[config.mk]
export PLATFORM = sky130hd
export DESIGN_NAME = stopwatch_core
export DESIGN_NICKNAME = d
export VERILOG_FILES = /design/src/rtl/stopwatch_pkg.sv /design/src/rtl/stopwatch_bcd_digit.sv /design/src/rtl/stopwatch_core.sv
export SDC_FILE = /design/constraint.sdc
export NUM_CORES = 1
export LEC_CHECK = 0
export ABC_AREA = 1
export CAP_MARGIN = 30
export CORE_ASPECT_RATIO = 1.5
export CORE_UTILIZATION = 63
export DETAILED_ROUTE_END_ITERATION = 10
export GPL_TIMING_DRIVEN = 0
export PLACE_DENSITY = 0.85
export SLEW_MARGIN = 20
export SYNTH_ARGS = -nofsm -noshare
export SYNTH_HDL_FRONTEND = slang
export SYNTH_SLANG_ARGS = --single-unit
[constraint.sdc]
create_clock -name clk -period 4 [get_ports clk]
set_input_delay 0.8 -clock clk [delete_from_list [all_inputs] [get_ports clk]]
set_output_delay 0.8 -clock clk [all_outputs]
set_load 0.005 [all_outputs]
[src/rtl/stopwatch_pkg.sv]
// Shared constants for the stopwatch timekeeping engine: prescaler divide ratio,
// per-digit BCD limits and the lap-freeze state encoding.
package stopwatch_pkg;

  localparam int CS_MAX     = 9;
  localparam int S_TENS_MAX = 5;
  localparam int M_TENS_MAX = 5;
  localparam int NUM_DIGITS = 6;

  typedef enum logic {
    LIVE   = 1'b0,
    FROZEN = 1'b1
  } lap_state_e;

  function automatic int calc_div(input int clk_hz, input int tick_hz);
    return clk_hz / tick_hz;
  endfunction

  // Digit order is cs_ones, cs_tens, s_ones, s_tens, m_ones, m_tens.
  function automatic int digit_max(input int idx);
    return (idx == 3) ? S_TENS_MAX : (idx == 5) ? M_TENS_MAX : CS_MAX;
  endfunction

endpackage

[src/rtl/stopwatch_bcd_digit.sv]
// One BCD counter digit that wraps at MAX; carry is combinational so a whole
// chain of digits advances in the same clock as the tick.
module bcd_digit #(
  parameter int MAX = 9
) (
  input  logic       clk,
  input  logic       rst_n,
  input  logic       clr,
  input  logic       inc,
  output logic [3:0] digit,
  output logic       carry
);

  localparam logic [3:0] MAX_L = 4'(MAX);

  logic [3:0] digit_reg;

  always_ff @(posedge clk or negedge rst_n) begin
    if (!rst_n) begin
      digit_reg <= '0;
    end else if (clr) begin
      digit_reg <= '0;
    end else if (inc) begin
      digit_reg <= (digit_reg == MAX_L) ? 4'd0 : digit_reg + 4'd1;
    end
  end

  assign digit = digit_reg;
  // Clear must suppress the carry so a clear in the wrap cycle never raises wrap.
  assign carry = inc && !clr && (digit_reg == MAX_L);

endmodule

[src/rtl/stopwatch_core.sv]
// Stopwatch timekeeping engine: prescaler, six-digit BCD carry chain,
// lap-freeze FSM with snapshot, and registered display outputs.
module stopwatch_core
  import stopwatch_pkg::*;
#(
  parameter int CLK_HZ  = 50_000_000,
  parameter int TICK_HZ = 100
) (
  input  logic       clk,
  input  logic       rst_n,
  input  logic       run,
  input  logic       clear,
  input  logic       lap,
  output logic [3:0] cs_ones,
  output logic [3:0] cs_tens,
  output logic [3:0] s_ones,
  output logic [3:0] s_tens,
  output logic [3:0] m_ones,
  output logic [3:0] m_tens,
  output logic       lap_active,
  output logic       wrap
);

  localparam int              DIV        = calc_div(CLK_HZ, TICK_HZ);
  localparam int              PW         = (DIV > 1) ? $clog2(DIV) : 1;
  localparam logic [PW-1:0]   PRESC_LAST = PW'(DIV - 1);

  logic [PW-1:0] presc_reg;
  logic          tick;

  // Prescaler holds while paused so resume keeps the sub-tick fraction.
  assign tick = run && (presc_reg == PRESC_LAST);

  always_ff @(posedge clk or negedge rst_n) begin
    if (!rst_n) begin
      presc_reg <= '0;
    end else if (clear || tick) begin
      presc_reg <= '0;
    end else if (run) begin
      presc_reg <= presc_reg + PW'(1);
    end
  end

  logic [NUM_DIGITS:0]     inc_chain;
  logic [4*NUM_DIGITS-1:0] live_bus;
  logic [4*NUM_DIGITS-1:0] disp_bus;

  assign inc_chain[0] = tick;

  lap_state_e state_reg, state_next;
  logic       snap_pend_reg, snap_pend_next;
  logic       show_snap;

  // Lap takes the snapshot one cycle later from the registered count, which by
  // then already contains any increment from the lap cycle itself.
  always_comb begin
    state_next     = state_reg;
    snap_pend_next = 1'b0;
    if (clear) begin
      state_next = LIVE;
    end else if (lap) begin
      if (state_reg == LIVE) begin
        state_next     = FROZEN;
        snap_pend_next = 1'b1;
      end else begin
        state_next = LIVE;
      end
    end
  end

  always_ff @(posedge clk or negedge rst_n) begin
    if (!rst_n) begin
      state_reg     <= LIVE;
      snap_pend_reg <= 1'b0;
    end else begin
      state_reg     <= state_next;
      snap_pend_reg <= snap_pend_next;
    end
  end

  assign show_snap = (state_reg == FROZEN) && !snap_pend_reg;

  generate
    for (genvar gi = 0; gi < NUM_DIGITS; gi++) begin : g_digit
      logic [3:0] snap_reg;
      logic [3:0] disp_reg;

      bcd_digit #(
        .MAX(digit_max(gi))
      ) u_digit (
        .clk  (clk),
        .rst_n(rst_n),
        .clr  (clear),
        .inc  (inc_chain[gi]),
        .digit(live_bus[gi*4 +: 4]),
        .carry(inc_chain[gi+1])
      );

      always_ff @(posedge clk or negedge rst_n) begin
        if (!rst_n) begin
          snap_reg <= '0;
          disp_reg <= '0;
        end else if (clear) begin
          snap_reg <= '0;
          disp_reg <= '0;
        end else begin
          if (snap_pend_reg) begin
            snap_reg <= live_bus[gi*4 +: 4];
          end
          disp_reg <= show_snap ? snap_reg : live_bus[gi*4 +: 4];
        end
      end

      assign disp_bus[gi*4 +: 4] = disp_reg;
    end
  endgenerate

  logic wrap_reg;

  always_ff @(posedge clk or negedge rst_n) begin
    if (!rst_n) begin
      wrap_reg <= 1'b0;
    end else begin
      wrap_reg <= inc_chain[NUM_DIGITS];
    end
  end

  assign cs_ones    = disp_bus[3:0];
  assign cs_tens    = disp_bus[7:4];
  assign s_ones     = disp_bus[11:8];
  assign s_tens     = disp_bus[15:12];
  assign m_ones     = disp_bus[19:16];
  assign m_tens     = disp_bus[23:20];
  assign lap_active = (state_reg == FROZEN);
  assign wrap       = wrap_reg;

endmodule
* Word level (Yosys, flattened, before mapping) *
Index checks and enable logic that the tools add are counted.

word-level totals
  flip-flop bits (word level) = 94
  latch bits = 0
  RAM bits = 0
  memory bits (read-only) = 0
  memories kept = 0

cells by class
  add/subtract/negate cells = 7
  multipliers = 0
  divide/modulo/power cells = 0
  order comparisons = 0
  eq/ne operators = 7
  shifts and indexed selects = 0
  muxes and demuxes = 49
  bitwise gates (word level) = 0
  reductions and logical operators = 26

operators by type and width
  cell                                                                   count
  4-bit two-way mux                                                      42
  19-bit two-way mux                                                     2
  4-bit by 1-bit adder with 4-bit output, second input constant          6
  19-bit by 1-bit adder with 19-bit output, second input constant        1
  19-bit equality test, second input constant                            1
  2-bit nonzero test                                                     9
  4-bit equality test, second input constant                             4
  1-bit logical AND                                                      14
  4-bit by 3-bit equality test with 1-bit output, second input constant  2
  1-bit two-way mux                                                      5
  1-bit logical NOT                                                      2
  1-bit logical OR                                                       1

* Depth between registers and ports, before layout *
Gate-level depths: netlist of run 1.

  depth after elaboration = 14
  gate-level depth with buffers = 10

* By module *
Synthesis of run 1 repeated with hierarchy kept, for this count alone.

unflattened totals
  cell total of the unflattened synthesis = 580
  area, all modules = 4715.8 um^2

modules (own cells, without submodules)
  module                               times used  cells each  area an instance (um^2)  seq. area each (um^2)
  stopwatch_core                       1           376         3244.4                   1751.7
  bcd_digit at g_digit[0].u_digit ...  4           34          242.7                    100.1
  bcd_digit at g_digit[3].u_digit ...  2           34          250.2                    100.1

* Worst setup path before layout of run 1 *
Ideal clock, no wire load.

  path type = in2reg
  from = in run
  to = reg g_digit[5].u_digit.digit_reg[0]
  library setup time = 118 ps
  arrival = 1730 ps
  slack = 2152 ps
  cell stages on the path = 9
  path through = nand2_1 > nor2_1 > nand3_1 > nor2_4 > nand4_4 > nor2_4 > nand3_2 > nand3_1 > nand2_1

on the way
  cells in the longest elaborated chain, start to end = 12

ends and longest elaborated chain
  item                                 RTL line                   text
  from (decl)                          stopwatch_core.sv:11       input logic run,
  1-bit logical AND                    stopwatch_core.sv:32       assign tick = run && (presc_reg == PRESC_LAST);
  1-bit logical AND (10 in a row)      stopwatch_bcd_digit.sv:30  assign carry = inc && !clr && (digit_reg == MAX_L);
  2-bit nonzero test (no source line)  -
  to (signal assigned)                 stopwatch_bcd_digit.sv:24  digit_reg <= (digit_reg == MAX_L) ? 4'd0 : digit_reg + 4'd1;
  to (decl)                            stopwatch_bcd_digit.sv:16  logic [3:0] digit_reg;

Every way passes these cells.
A chain may end at the register's enable or synchronous reset.

* Worst setup path after layout of run 1 *
  from = in clear
  to = reg g_digit[4].snap_reg[2]

on the way
  cells in the longest elaborated chain, start to end = 1
  elaborated cells on any way between the ends = 2

ends and longest elaborated chain
  item                                                     RTL line               text
  from (decl)                                              stopwatch_core.sv:12   input logic clear,
  4-bit two-way mux or 2-bit nonzero test (tied branches)  -
  to (signal assigned)                                     stopwatch_core.sv:108  snap_reg <= live_bus[gi*4 +: 4];
  to (decl)                                                stopwatch_core.sv:85   logic [3:0] snap_reg;

Several ways; a longest one is shown, not always the timed one.

==> results_dict.tcl, run 1 <==
set metrics [dict create \
    run_status "complete, no violations" \
    worst_pin_slew_ns 0.596 \
    r2r-end "cs_tens[0]" \
    grt_overflow 0 \
    synth.area.top_cells "dfrtp_1 (54%), inv_1 (5.9%), o21ai_0 (5.5%)" \
    antenna_found_initial 0 \
    cap_violations 0 \
    cts_tree "built" \
    instances_no_fill 607 \
    ff2ff_path_depth 5 \
    drt_iter0_drc 277 \
    rows 36 \
    first_pass_iters 5 \
    cts_max_level 3 \
    cts_sinks 94 \
    synth.most_common_cell "dfrtp_1" \
    vias 3611 \
    rr_startpoint "snap_pend_reg" \
    combPwrFrac_pct 8.5 \
    die_width_um 70.1 \
    ys.warnings.count 0 \
    synth_top_area_share_pct 53.7 \
    drive_gt1_share_pct 7.34 \
    dp_slack_ns 1.32 \
    clk_latency_ns 0.36 \
    synth.distinct_cells 30 \
    syn2layout_area_growth_pct 13.5 \
    core_area_um2 6620 \
    synth_area_um2 4380 \
    clkTransAtPathRegs_ns 0.09 \
    finClkSkew_ns 0.00728 \
    synth-edff-count 0 \
    ys_ff_latch 94 \
    setup-violations-final 0 \
    holdWs_ns 0.326 \
    grt_first_pass_wirelength_mm 16.2 \
    crit_path_end "g_digit[4].snap_reg[2]" \
    clock.fmax_mhz 425 \
    postRouteAntennaNets 0 \
    cts_buffer_depth 2 \
    ir_drop_mv 0.279 \
    syn-instance-count 485 \
    synth-async-reset-ratio_pct 100 \
    criticalPathCategory "in -> reg" \
    worstPathRequired_ns 4.21 \
    p_sw_mw 0.411 \
    yosysSeqAreaShare_pct 53.7 \
    synthTopCellsByCount "dfrtp_1 (94), inv_1 (69), o21ai_0 (48), nand2_1 (47), nand3_1 (38)" \
    dieHeight_um 104 \
    die-area_um2 7300 \
    n_fill_cell 502 \
    wl_mm 9.51 \
    gp_congestion 0.943 \
    cts_buffers 9 \
    post_cts_buffers 0 \
    cp-start-kind "input port" \
    hold_viol_final 0 \
    finalNetCount 545 \
    endpoint_kind "register" \
    yosysTopAreaCell "dfrtp_1" \
    fin_crit_sh_pct 58.8 \
    intPower_mw 1.28 \
    min_period_ns 2.35 \
    dp_hpwl_mm 6.74 \
    hold_buffers 0 \
    io_pins 31 \
    ctsRootBufferMaster "clkbuf_8" \
    startpoint "clear" \
    diodes 0 \
    power_frac_seq_pct 58.2 \
    setup_slack_ns 1.65 \
    r2r_slack_ns 2.08 \
    synth_nets 503 \
    crit_arrival_ns 2.56 \
    hp-class "in -> async" \
    grt_usage_pct 28.6 \
    avgSynthCellArea_um2 9.04 \
    p_leak_nw 2.21 \
    placedCellCount 592 \
    drcViolationCount 0 \
    start_util_pct 66.2 \
    powerDensity_nw_per_um2 340 \
    slew_violations 0 \
    cp_max_fo 10 \
    wl_per_cell_um 15.7 \
    synth-main-ff-cell "dfrtp_1" \
    portBuffers 30 \
    via_per_inst 5.95 \
    p_clk_share_pct 33.3 \
    grt_pass1_vias 3613 \
    ctsResizeCount 0 \
    p_sw_share_pct 24.3 \
    grt_max_degree 56 \
    slew_headroom_pct 60.3 \
    rsz0062_at_grt "no" \
]
-- metal layers --
metal	up-vias	track usage [%]	wire length [um]
met3	34	7.17	429
met2	115	50.4	5150
met4	0	14.9	348
met5	-	0	0
li1	1694	-	-
met1	1768	31.2	3580
-- per-stage QoR --
stage | instance area, um^2 | TNS [ns] | power, mW | util (%)
2_1_floorplan | 4380 | 0 | 1.07 | -
3_3_place_gp | 4780 | -109.39 | 1.14 | 72.2
3_5_place_dp | 4810 | 0 | 1.15 | 72.6
4_1_cts | 4970 | 0 | 1.70 | 75.1
5_1_grt | 4970 | 0 | 1.76 | 75.1
6_report | 4970 | 0 | 1.69 | 75.1
-- power by group through the flow --
| stage | logic, mW | clock network, mW | registers [mW] |
|---|---|---|---|
| 2_1_floorplan | 0.0632 | 0 | 1.00 |
| 3_3_place_gp | 0.136 | 0 | 1.00 |
| 3_5_place_dp | 0.144 | 0 | 1.00 |
| 4_1_cts | 0.144 | 0.568 | 0.985 |
| 5_1_grt | 0.161 | 0.616 | 0.987 |
| 6_report | 0.143 | 0.564 | 0.985 |
-- cells in the final DEF (no fill, tap or decap), drive strengths merged --
cell            n
a211oi          1
o22ai          17
o21ai          55
a21oi          34
nand2          49
clkbuf         25
or2             5
nand4          14
ha             13
xor2            8
clkdlybuf4s50  29
a2bb2oi         1
nand3          40
nor2           38
inv            72
dfrtp          94
clkinv          1
nand3b          4
buf            10
nor3           13
xnor2           6
o32ai           1
o31ai           1
-- layout make-up --
| class | count | area (um^2) | area share (%) |
|---|---|---|---|
| sequential | 94 | 2350 | 47.3 |
| multi-input combinational | 300 | 1680 | 33.8 |
| timing repair buffer | 31 | 329 | 6.61 |
| inverter | 72 | 270 | 5.43 |
| clock buffer | 14 | 163 | 3.27 |
| tap | 76 | 95.1 | 1.91 |
| buffer | 19 | 80.1 | 1.61 |
| clock inverter | 1 | 5.00 | 0.101 |
-- worst max-delay path, stage by stage --
cell,delay [ns]
clkdlybuf4s50_1,0.47
buf_2,0.22
inv_1,0.13
nand2_1,0.27
clkbuf_1,0.51
o22ai_1,0.16
-- how the worst min path moves through the flow --
stage | start | endpoint | slack (ns)
after floorplan | presc_reg[12] | presc_reg[12] | 0.45
after global placement | presc_reg[12] | presc_reg[12] | 0.48
after detailed placement | presc_reg[12] | presc_reg[12] | 0.50
after CTS | rst_n | g_digit[4].u_digit.digit[0] | 0.33
after global routing | rst_n | g_digit[4].u_digit.digit[0] | 0.34
final | rst_n | g_digit[4].u_digit.digit[0] | 0.33
-- cells by family (layout without fill, tap and decap cells) --
kind of cell / Yosys count / count (layout) / synth area share (%)
simple gates: 163 / 163 / 18.5
buf+inv: 91 / 137 / 7.99
compound gates: 110 / 110 / 13.3
xor+xnor: 14 / 14 / 2.80
fa+ha+maj: 13 / 13 / 3.71
flops: 94 / 94 / 53.7
Power figures use the tool's default switching activity.
==> run 2, diff against run 1 <==
- CORE_UTILIZATION: 63 -> 53
- PLACE_DENSITY: 0.85 -> 0.76
- clock period: 4 -> 2.1 ns (I/O delays scaled with it)
==> run 2 against run 1 <==
Non-clock buffer count unchanged. Register-to-register slack worse by 1.9 ns. Flip-flop and latch count unchanged. Cell count up 4.9%. Core utilization down 11 points. Critical path type unchanged. Hold slack worse by 0.32 ns. Via count down 3.1%. Largest cell class unchanged. Routed wire length down 0.19%.
==> results_dict.tcl, run 2 (synthesis results as in run 1) <==
set metrics [dict create \
    ir_drop_mv 0.557 \
    cp-start-kind "input port" \
    fin_util_pct 64.5 \
    placedCellCount 621 \
    finalNetCount 545 \
    cts_buffers 9 \
    rows 40 \
    tns_ns 0 \
    grt_usage_pct 24.2 \
    setup-violations-final 0 \
    rsz0062_at_grt "no" \
    final_common_cell "dfrtp_1" \
    fin_crit_sh_pct 92.7 \
    instances_no_fill 637 \
    min_period_ns 1.95 \
    finClkSkew_ns 0.00711 \
    clk_latency_ns 0.35 \
    hold_buffers 0 \
    grt_overflow 0 \
    cts_tree "built" \
    wl_mm 9.49 \
    dp_hpwl_mm 6.73 \
    vias 3499 \
    grt_pass1_vias 3515 \
    first_pass_iters 4 \
    crit_arrival_ns 2.20 \
    ctsRootBufferMaster "clkbuf_16" \
    grt_max_degree 49 \
    die-area_um2 8640 \
    portBuffers 30 \
    drt_iter0_drc 276 \
    io_pins 31 \
    dp_slack_ns -0.299 \
    hold_viol_final 0 \
    antenna_found_initial 0 \
    n_fill_cell 656 \
    cp_max_fo 10 \
    postRouteAntennaNets 0 \
    worst_pin_slew_ns 0.496 \
    endpoint_kind "register" \
    die_width_um 76.3 \
    drive_gt1_share_pct 8.46 \
    hp-class "in -> async" \
    slew_violations 0 \
    via_per_inst 5.49 \
    cts_max_level 3 \
    slew_headroom_pct 66.9 \
    post_cts_buffers 0 \
    cts_sinks 94 \
    start_util_pct 54.7 \
    p_total_mw 3.87 \
    gp_congestion 0.902 \
    core_area_um2 8010 \
    criticalPathCategory "in -> reg" \
    grt_first_pass_wirelength_mm 16.0 \
    startpoint "clear" \
    clock.fmax_mhz 514 \
    dieHeight_um 113 \
    cts_buffer_depth 2 \
    syn2layout_area_growth_pct 17.8 \
    run_status "complete, no violations" \
    clkTransAtPathRegs_ns 0.06 \
    p_leak_nw 2.29 \
    diodes 0 \
    cap_violations 0 \
    powerDensity_nw_per_um2 750 \
    wl_per_cell_um 14.9 \
    worstPathRequired_ns 2.35 \
    r2r_slack_ns 0.18 \
    drcViolationCount 0 \
    rr_startpoint "snap_pend_reg" \
    setup_slack_ns 0.153 \
    layout_common_cells "dfrtp_1 (94), inv_1 (69), o21ai_0 (48)" \
]
-- run 2: cell count changes in the layout (fill, tap and decap cells not counted), sizes merged --
cell    before  now
clkbuf      25   23
bufinv       0    2
clkinv       1    2
-- run 2: worst paths after layout --
check                                         endpoint  cells past startpoint
hold reg to reg                          presc_reg[12]                      1
setup reg to reg                            cs_tens[0]                      5
hold / removal                               m_ones[0]                      1
max in group asynchronous  g_digit[1].u_digit.digit[1]                      2
setup / recovery                            cs_ones[3]                      7
min in group clk                         presc_reg[12]                      1
-- run 2: report_power, final --
group          switching [mW]  internal (mW)
registers              0.0244           1.85
clock network           0.652           1.07
logic                   0.171          0.103
-- run 2: area by class of cell --
class	instances	area, um^2	share of cell area (%)
tap	105	131	2.54
buffer	19	85.1	1.65
multi-input combinational	300	1680	32.5
inverter	72	270	5.23
timing repair buffer	31	329	6.37
clock buffer	12	246	4.77
sequential	94	2350	45.5
clock inverter	4	70.1	1.36
-- run 2: worst max-delay path, stage by stage --
cell             delay, ns
clkdlybuf4s50_1       0.41
buf_2                 0.21
inv_1                 0.17
buf_2                 0.24
clkbuf_1              0.39
o21ai_0               0.16
a21oi_1               0.19
-- run 2: routing by layer --
metal | wire length [um] | up-vias | track usage (%)
met5 | 0 | - | 0
met4 | 285 | 0 | 15.8
met3 | 395 | 21 | 4.64
met2 | 5060 | 85 | 42.8
met1 | 3760 | 1694 | 26.4
li1 | - | 1699 | -
-- run 2: stage by stage --
stage,area (um^2),hold WS (ns)
floorplan,4380,0.124
global placement,4810,0.469
detailed placement,4840,0.380
CTS,5160,0.0154
global route,5160,0.0304
finish,5160,0.00302
-- run 2: what timing repair did --
item / in CTS / in global routing
endpoints found under the setup margin: 0 / 12
resized for setup: 0 / 8
hold endpoints to repair: 0 / 0
